## src/rtl/inst_if_pkg.sv

```systemverilog
// Shared definitions for the instruction-memory responder: FSM encodings,
// the error instruction word and the width of the delay fields.
package inst_if_pkg;

  localparam int DLY_W = 4;

  typedef logic [DLY_W-1:0] dly_t;

  localparam logic [31:0] ERR_INST = 32'h0000_0000;

  // One-hot state encodings
  localparam logic [5:0] S_IDLE    = 6'b000001;
  localparam logic [5:0] S_REQ_DLY = 6'b000010;
  localparam logic [5:0] S_READ    = 6'b000100;
  localparam logic [5:0] S_CAPT    = 6'b001000;
  localparam logic [5:0] S_RSP_DLY = 6'b010000;
  localparam logic [5:0] S_RESP    = 6'b100000;

endpackage

```

## src/rtl/inst_mem_responder_if.sv

```systemverilog
// Fetch request/response handshake between an instruction initiator (master)
// and the memory responder (slave).
interface inst_mem_responder_if;

  logic [31:0] PC;
  logic        Inst_Req_Valid;
  logic        Inst_Req_Ready;
  logic [31:0] Instruction;
  logic        Inst_Valid;
  logic        Inst_Ready;

  modport master (
    output PC, Inst_Req_Valid, Inst_Ready,
    input  Inst_Req_Ready, Instruction, Inst_Valid
  );

  modport slave (
    input  PC, Inst_Req_Valid, Inst_Ready,
    output Inst_Req_Ready, Instruction, Inst_Valid
  );

endinterface

```

## src/rtl/imem_delay_cnt.sv

```systemverilog
// Loadable down-counter with zero flag, shared by the request and response
// delay phases. Load has priority; decrement saturates at zero.
module imem_delay_cnt
  import inst_if_pkg::*;
(
  input  logic clk,
  input  logic rst,
  input  logic load,
  input  dly_t load_val,
  input  logic dec,
  output dly_t count,
  output logic zero
);

  // NOTE: sequential state is always updated with <= so every flop samples
  // pre-edge values regardless of block evaluation order.
  always_ff @(posedge clk) begin
    if (rst)
      count <= '0;
    else if (load)
      count <= load_val;
    else if (dec && (count != '0))
      count <= count - dly_t'(1);
  end

  assign zero = (count == '0);

endmodule

```

## src/rtl/inst_mem_responder.sv

```systemverilog
// Single-outstanding instruction fetch responder with programmable request
// and response delays in front of a word-addressed backing memory.
module inst_mem_responder
  import inst_if_pkg::*;
#(
  parameter int ADDR_WIDTH = 14
) (
  input  logic                  clk,
  input  logic                  rst,
  inst_mem_responder_if.slave   bus,
  output logic [ADDR_WIDTH-1:0] mem_addr,
  output logic                  mem_ren,
  input  logic [31:0]           mem_rdata,
  input  dly_t                  cfg_req_delay,
  input  dly_t                  cfg_resp_delay,
  output logic                  addr_err,
  output logic [31:0]           resp_cnt
);

  logic [5:0]            state, state_nx;
  logic [ADDR_WIDTH+1:0] pc_q;
  logic [31:0]           data_q;
  logic [31:0]           resp_cnt_q;
  logic                  req_ready, resp_valid, req_hs, rsp_hs, misaligned;
  logic                  cnt_load, cnt_dec, cnt_zero;
  dly_t                  cnt_val, cnt;
  logic                  unused_pc_hi;

  // Upper PC bits select nothing: fetches wrap modulo the memory size.
  assign unused_pc_hi = ^bus.PC[31:ADDR_WIDTH+2];

  assign misaligned = (pc_q[1:0] != 2'b00);
  assign req_ready  = !rst && (((state == S_IDLE) && (cfg_req_delay == '0)) ||
                               ((state == S_REQ_DLY) && cnt_zero));
  assign resp_valid = (state == S_RESP);
  assign req_hs     = bus.Inst_Req_Valid && req_ready;
  assign rsp_hs     = resp_valid && bus.Inst_Ready;

  assign bus.Inst_Req_Ready = req_ready;
  assign bus.Inst_Valid     = resp_valid;
  assign bus.Instruction    = resp_valid ? data_q : '0;
  assign mem_ren            = (state == S_READ);
  assign mem_addr           = mem_ren ? pc_q[ADDR_WIDTH+1:2] : '0;
  assign resp_cnt           = resp_cnt_q;

  imem_delay_cnt u_cnt (
    .clk      (clk),
    .rst      (rst),
    .load     (cnt_load),
    .load_val (cnt_val),
    .dec      (cnt_dec),
    .count    (cnt),
    .zero     (cnt_zero)
  );

  always_comb begin
    // NOTE: every output of this block gets a default first, so no path can
    // leave one unassigned and infer a latch.
    state_nx = state;
    cnt_load = 1'b0;
    cnt_val  = cfg_req_delay;
    cnt_dec  = 1'b0;
    case (state)
      S_IDLE: begin
        if (bus.Inst_Req_Valid) begin
          if (cfg_req_delay == '0) begin
            state_nx = S_READ;
          end else begin
            cnt_load = 1'b1;
            state_nx = S_REQ_DLY;
          end
        end
      end
      S_REQ_DLY: begin
        if (!cnt_zero)                cnt_dec  = 1'b1;
        else if (bus.Inst_Req_Valid)  state_nx = S_READ;
        else                          state_nx = S_IDLE;
      end
      S_READ: state_nx = S_CAPT;
      S_CAPT: begin
        cnt_load = 1'b1;
        cnt_val  = cfg_resp_delay;
        state_nx = (cfg_resp_delay == '0) ? S_RESP : S_RSP_DLY;
      end
      S_RSP_DLY: begin
        cnt_dec = 1'b1;
        if (cnt <= dly_t'(1)) state_nx = S_RESP;
      end
      S_RESP: begin
        if (bus.Inst_Ready) state_nx = S_IDLE;
      end
      default: state_nx = S_IDLE;
    endcase
  end

  always_ff @(posedge clk) begin
    if (rst) begin
      state      <= S_IDLE;
      pc_q       <= '0;
      data_q     <= '0;
      addr_err   <= 1'b0;
      resp_cnt_q <= '0;
    end else begin
      state <= state_nx;
      if (req_hs) pc_q <= bus.PC[ADDR_WIDTH+1:0];
      // Misaligned fetches return the error word and latch the sticky flag.
      if (state == S_CAPT) begin
        data_q <= misaligned ? ERR_INST : mem_rdata;
        if (misaligned) addr_err <= 1'b1;
      end
      if (rsp_hs) resp_cnt_q <= resp_cnt_q + 32'd1;
    end
  end

endmodule

```

## src/flat_wrapper.sv

```systemverilog
// flat-port wrapper written by rule: the top's interface ports become plain ports
module inst_mem_responder_flat import inst_if_pkg::*;
#(
  parameter int ADDR_WIDTH = 14
)
  (clk, rst, mem_addr, mem_ren, mem_rdata, cfg_req_delay, cfg_resp_delay, addr_err, resp_cnt, bus_PC, bus_Inst_Req_Valid, bus_Inst_Ready, bus_Inst_Req_Ready, bus_Instruction, bus_Inst_Valid);
  inst_mem_responder_if bus_i ();
  input  logic clk;
  input  logic rst;
  output logic [ADDR_WIDTH-1:0] mem_addr;
  output logic mem_ren;
  input  logic [31:0] mem_rdata;
  input  dly_t cfg_req_delay;
  input  dly_t cfg_resp_delay;
  output logic addr_err;
  output logic [31:0] resp_cnt;
  input wire logic [$bits(bus_i.PC)-1:0] bus_PC;
  input wire logic [$bits(bus_i.Inst_Req_Valid)-1:0] bus_Inst_Req_Valid;
  input wire logic [$bits(bus_i.Inst_Ready)-1:0] bus_Inst_Ready;
  output wire logic [$bits(bus_i.Inst_Req_Ready)-1:0] bus_Inst_Req_Ready;
  output wire logic [$bits(bus_i.Instruction)-1:0] bus_Instruction;
  output wire logic [$bits(bus_i.Inst_Valid)-1:0] bus_Inst_Valid;
  assign bus_i.PC = bus_PC;
  assign bus_i.Inst_Req_Valid = bus_Inst_Req_Valid;
  assign bus_i.Inst_Ready = bus_Inst_Ready;
  assign bus_Inst_Req_Ready = bus_i.Inst_Req_Ready;
  assign bus_Instruction = bus_i.Instruction;
  assign bus_Inst_Valid = bus_i.Inst_Valid;
  inst_mem_responder #(.ADDR_WIDTH(ADDR_WIDTH)) u_core (.clk(clk), .rst(rst), .bus(bus_i), .mem_addr(mem_addr), .mem_ren(mem_ren), .mem_rdata(mem_rdata), .cfg_req_delay(cfg_req_delay), .cfg_resp_delay(cfg_resp_delay), .addr_err(addr_err), .resp_cnt(resp_cnt));
endmodule
```

## config.mk

```make
export PLATFORM = sky130hd
export DESIGN_NAME = inst_mem_responder_flat
export DESIGN_NICKNAME = d
export VERILOG_FILES = /design/src/rtl/inst_if_pkg.sv /design/src/rtl/inst_mem_responder_if.sv /design/src/rtl/imem_delay_cnt.sv /design/src/rtl/inst_mem_responder.sv /design/src/flat_wrapper.sv
export SDC_FILE = /design/constraint.sdc
export NUM_CORES = 1
export LEC_CHECK = 0
export ABC_AREA = 1
export BUFFER_PORTS_ARGS = -buffer_cell sky130_fd_sc_hd__buf_2
export CORE_UTILIZATION = 51
export CTS_CLUSTER_DIAMETER = 30
export DETAILED_ROUTE_END_ITERATION = 10
export GPL_ROUTABILITY_DRIVEN = 1
export PLACE_DENSITY_LB_ADDON = 0.2
export SYNTH_ARGS = -nofsm -noshare
export SYNTH_HDL_FRONTEND = slang
export SYNTH_SLANG_ARGS = --single-unit
```

## constraint.sdc

```tcl
create_clock -name clk -period 1.8 [get_ports clk]
set_input_delay 0.09 -clock clk [delete_from_list [all_inputs] [get_ports clk]]
set_output_delay 0.09 -clock clk [all_outputs]
set_load 0.02 [all_outputs]
```

==> flow_summary.json <==
{
  "tightest_slew_ps": 592.3,
  "area_growth_pct": 26.84,
  "synth_area_per_cell_sq_um": 6.511,
  "relSlewSlack_pct": 60.51,
  "crit_start": "u_core.state[3]",
  "rsz0062_at_grt": "true",
  "cts_buffers": 9,
  "irDropWorstVdd_mv": 0.4941,
  "synthFlopType": "dfxtp_1",
  "htreeDepth": 3,
  "crit_type": "reg -> out",
  "r2r_cells": 8,
  "r2r-start": "u_core.state[3]",
  "fin_nets": 967,
  "grt_pass1_vias": 4728,
  "post-route-period-util_pct": 97.82,
  "grt_pass1_wl_um": 20760,
  "yosysTopAreaCell": "dfxtp_1",
  "synth.distinct_cells": 31,
  "finalCriticalPeriod_ps": 1761,
  "ys_ff_latch": 91,
  "wl_per_cell_um": 12.64,
  "maxCapViolations": 0,
  "start_kind": "register",
  "rrSetupSlack_ps": 100,
  "post-synth-top-count-cell": "nand2_1",
  "dpl_cell_area_sq_um": 5595,
  "netlist_top_cells_area": "dfxtp_1, nand2_1, nor2_1",
  "fin_worst_skew_ps": 19.66,
  "start_util_pct": 53.53,
  "wl_um": 12640,
  "status": "completed",
  "dieArea_sq_um": 9723,
  "viasPerCell": 5.165,
  "die_h_um": 98.61,
  "setup_viol": 0,
  "clkTransAtPathRegs_ps": 90,
  "p_leak_uw": 0.002616,
  "syn_area_sq_um": 4760,
  "cts_tree": "yes",
  "drv_slew": 0,
  "reg2reg_to": "u_core.pc_q[7]",
  "drt_iter0_drc": 229,
  "clock_sinks": 91,
  "cp_max_fo": 7,
  "synth_edf_count": 0,
  "final_area_sq_um": 6037,
  "fmax_mhz": 568.0,
  "design.core.area_sq_um": 8891,
  "clock_latency_ps": 370,
  "grt_max_degree": 53,
  "place_congestion": 0.9174,
  "grt_overflow": 0,
  "yosysSeqAreaShare_pct": 38.28,
  "drive_gt1_share_pct": 22.31,
  "whs_ps": 28.27,
  "worstPathRequired_ps": 1710,
  "postRouteAntennaNets": 0,
  "hp-start": "mem_rdata[20]",
  "powerDensity_nw_per_um2": 717.3,
  "critPathCaptureType": "output pin",
  "cts-root-buf": "clkbuf_8",
  "io_buffer_count": 141,
  "grt_use_total_pct": 26.07,
  "netlist_instances": 731,
  "diodes": 0,
  "grt_antenna_before_repair": 0,
  "die_w_um": 98.61,
  "vias": 5165,
  "clock_path_buffers": 2,
  "critPathCapture": "bus_Inst_Req_Ready",
  "syn_nets": 811,
  "first_pass_iters": 4,
  "hp-class": "in -> reg",
  "arrival_ps": 1670,
  "synth_common_cells": "nand2_1, nor2_1, dfxtp_1, inv_1, a21oi_1",
  "synth_warnings": 0,
  "boundaryPins": 158,
  "holdPathStages": 3,
  "dp_hpwl_um": 8915,
  "rows": 34,
  "synth_top_cell_area_share_pct": 38.28,
  "hold_viol": 0,
  "drc": 0,
  "synth-async-reset-ratio_pct": 0
}
[how the worst min path moves through the flow]
stage / endpoint / slack [ps]
floorplan: u_core.pc_q[10] / 240
global placement: u_core.pc_q[8] / 330
detailed placement: u_core.pc_q[1] / 340
CTS: u_core.data_q[20] / 8
global route: u_core.data_q[23] / 30
finish: u_core.data_q[20] / 30
[registers in the layout (all words and copies together) (netlist names)]
signal,cells
u_core.addr_err,1
u_core.data_q,32
u_core.pc_q,16
u_core.resp_cnt,32
u_core.state,6
u_core.u_cnt.count,4
[cell type report]
cell class / count / area [sq um]
Fill cell: 788 / 2854
Multi-Input combinational cell: 517 / 2479
Sequential cell: 91 / 1824
Timing Repair Buffer: 177 / 1033
Inverter: 91 / 341.6
Tap cell: 108 / 135.1
Clock buffer: 10 / 127.6
Clock inverter: 6 / 96.34
[worst max-delay path: stages (launching register included)]
cell,delay [ps]
dfxtp_1,350
nor2_4,220
buf_4,160
nand3_2,130
o21ai_4,180
and2_1,140
buf_2,150
[layout by cell type, fill, tap and decap left out, types with 3 or more instances in the layout]
cell type,Yosys,routed
o21bai_1,4,4
ha_1,4,4
nor2_2,6,6
xor2_1,3,3
dfxtp_1,91,89
a21oi_1,53,53
nand3b_1,5,5
clkbuf_8,0,9
nand3_1,39,39
dlygate4sd3_1,0,16
a211oi_1,32,32
nor2_4,2,4
nand3_2,3,3
o21ai_0,12,12
buf_4,0,21
inv_1,91,90
buf_2,8,139
nor2_1,139,137
nand4_1,24,24
nand2_1,173,171
nor3_1,5,5
[per-stage QoR]
stage               power [uW]  utilization, %  setup TNS (ps)  std cells  worst slack (ps)
global placement          2701           62.93               0        965             164.7
floorplan                 2543               -               0        731             85.30
detailed placement        2730           62.93               0        965             113.9
CTS                       4316           67.38               0        998            0.3024
global route              4523           67.90          -127.5       1000            -67.05
finish                    4330           67.90               0       1000             39.32
[where the power goes]
| part | leakage (uW) | internal (uW) | switching (uW) |
|---|---|---|---|
| Combinational | 0.00177 | 254 | 406 |
| Sequential | 0.000735 | 2060 | 45.8 |
| Clock | 0.000109 | 800 | 764 |
| Total | 0.00262 | 3110 | 1220 |
[repair_timing]
action / in CTS / in global routing
endpoints found under the setup margin: 2 / 58
hold buffers: 16 / 0
gates resized for setup: 1 / 11
hold endpoints to repair: 16 / 0
pin swaps: 1 / 2
buffers inserted: 1 / 2
[cell families (layout without fill, tap and decap cells)]
group                      count (synthesis)  after routing  synth area share [%]
and+or+nand+nor                          404            404                 36.54
buffers and inverters                    123            284                 10.07
AOI/OAI and AO/OA                        104            104                 13.14
DFF                                       91             91                 38.28
xor gates and xnor gates                   5              5                0.9203
adders and majority gates                  4              4                 1.052
[per-layer routing]
layer,share of wire [%],vias to the layer above,GRT usage [%]
met4,2.2,0,11.14
li1,-,2650,-
met3,5.2,30,4.113
met5,0,-,0
met1,46,2304,33.47
met2,46,181,43.66
Note: power is estimated with default switching activity, not from simulation.
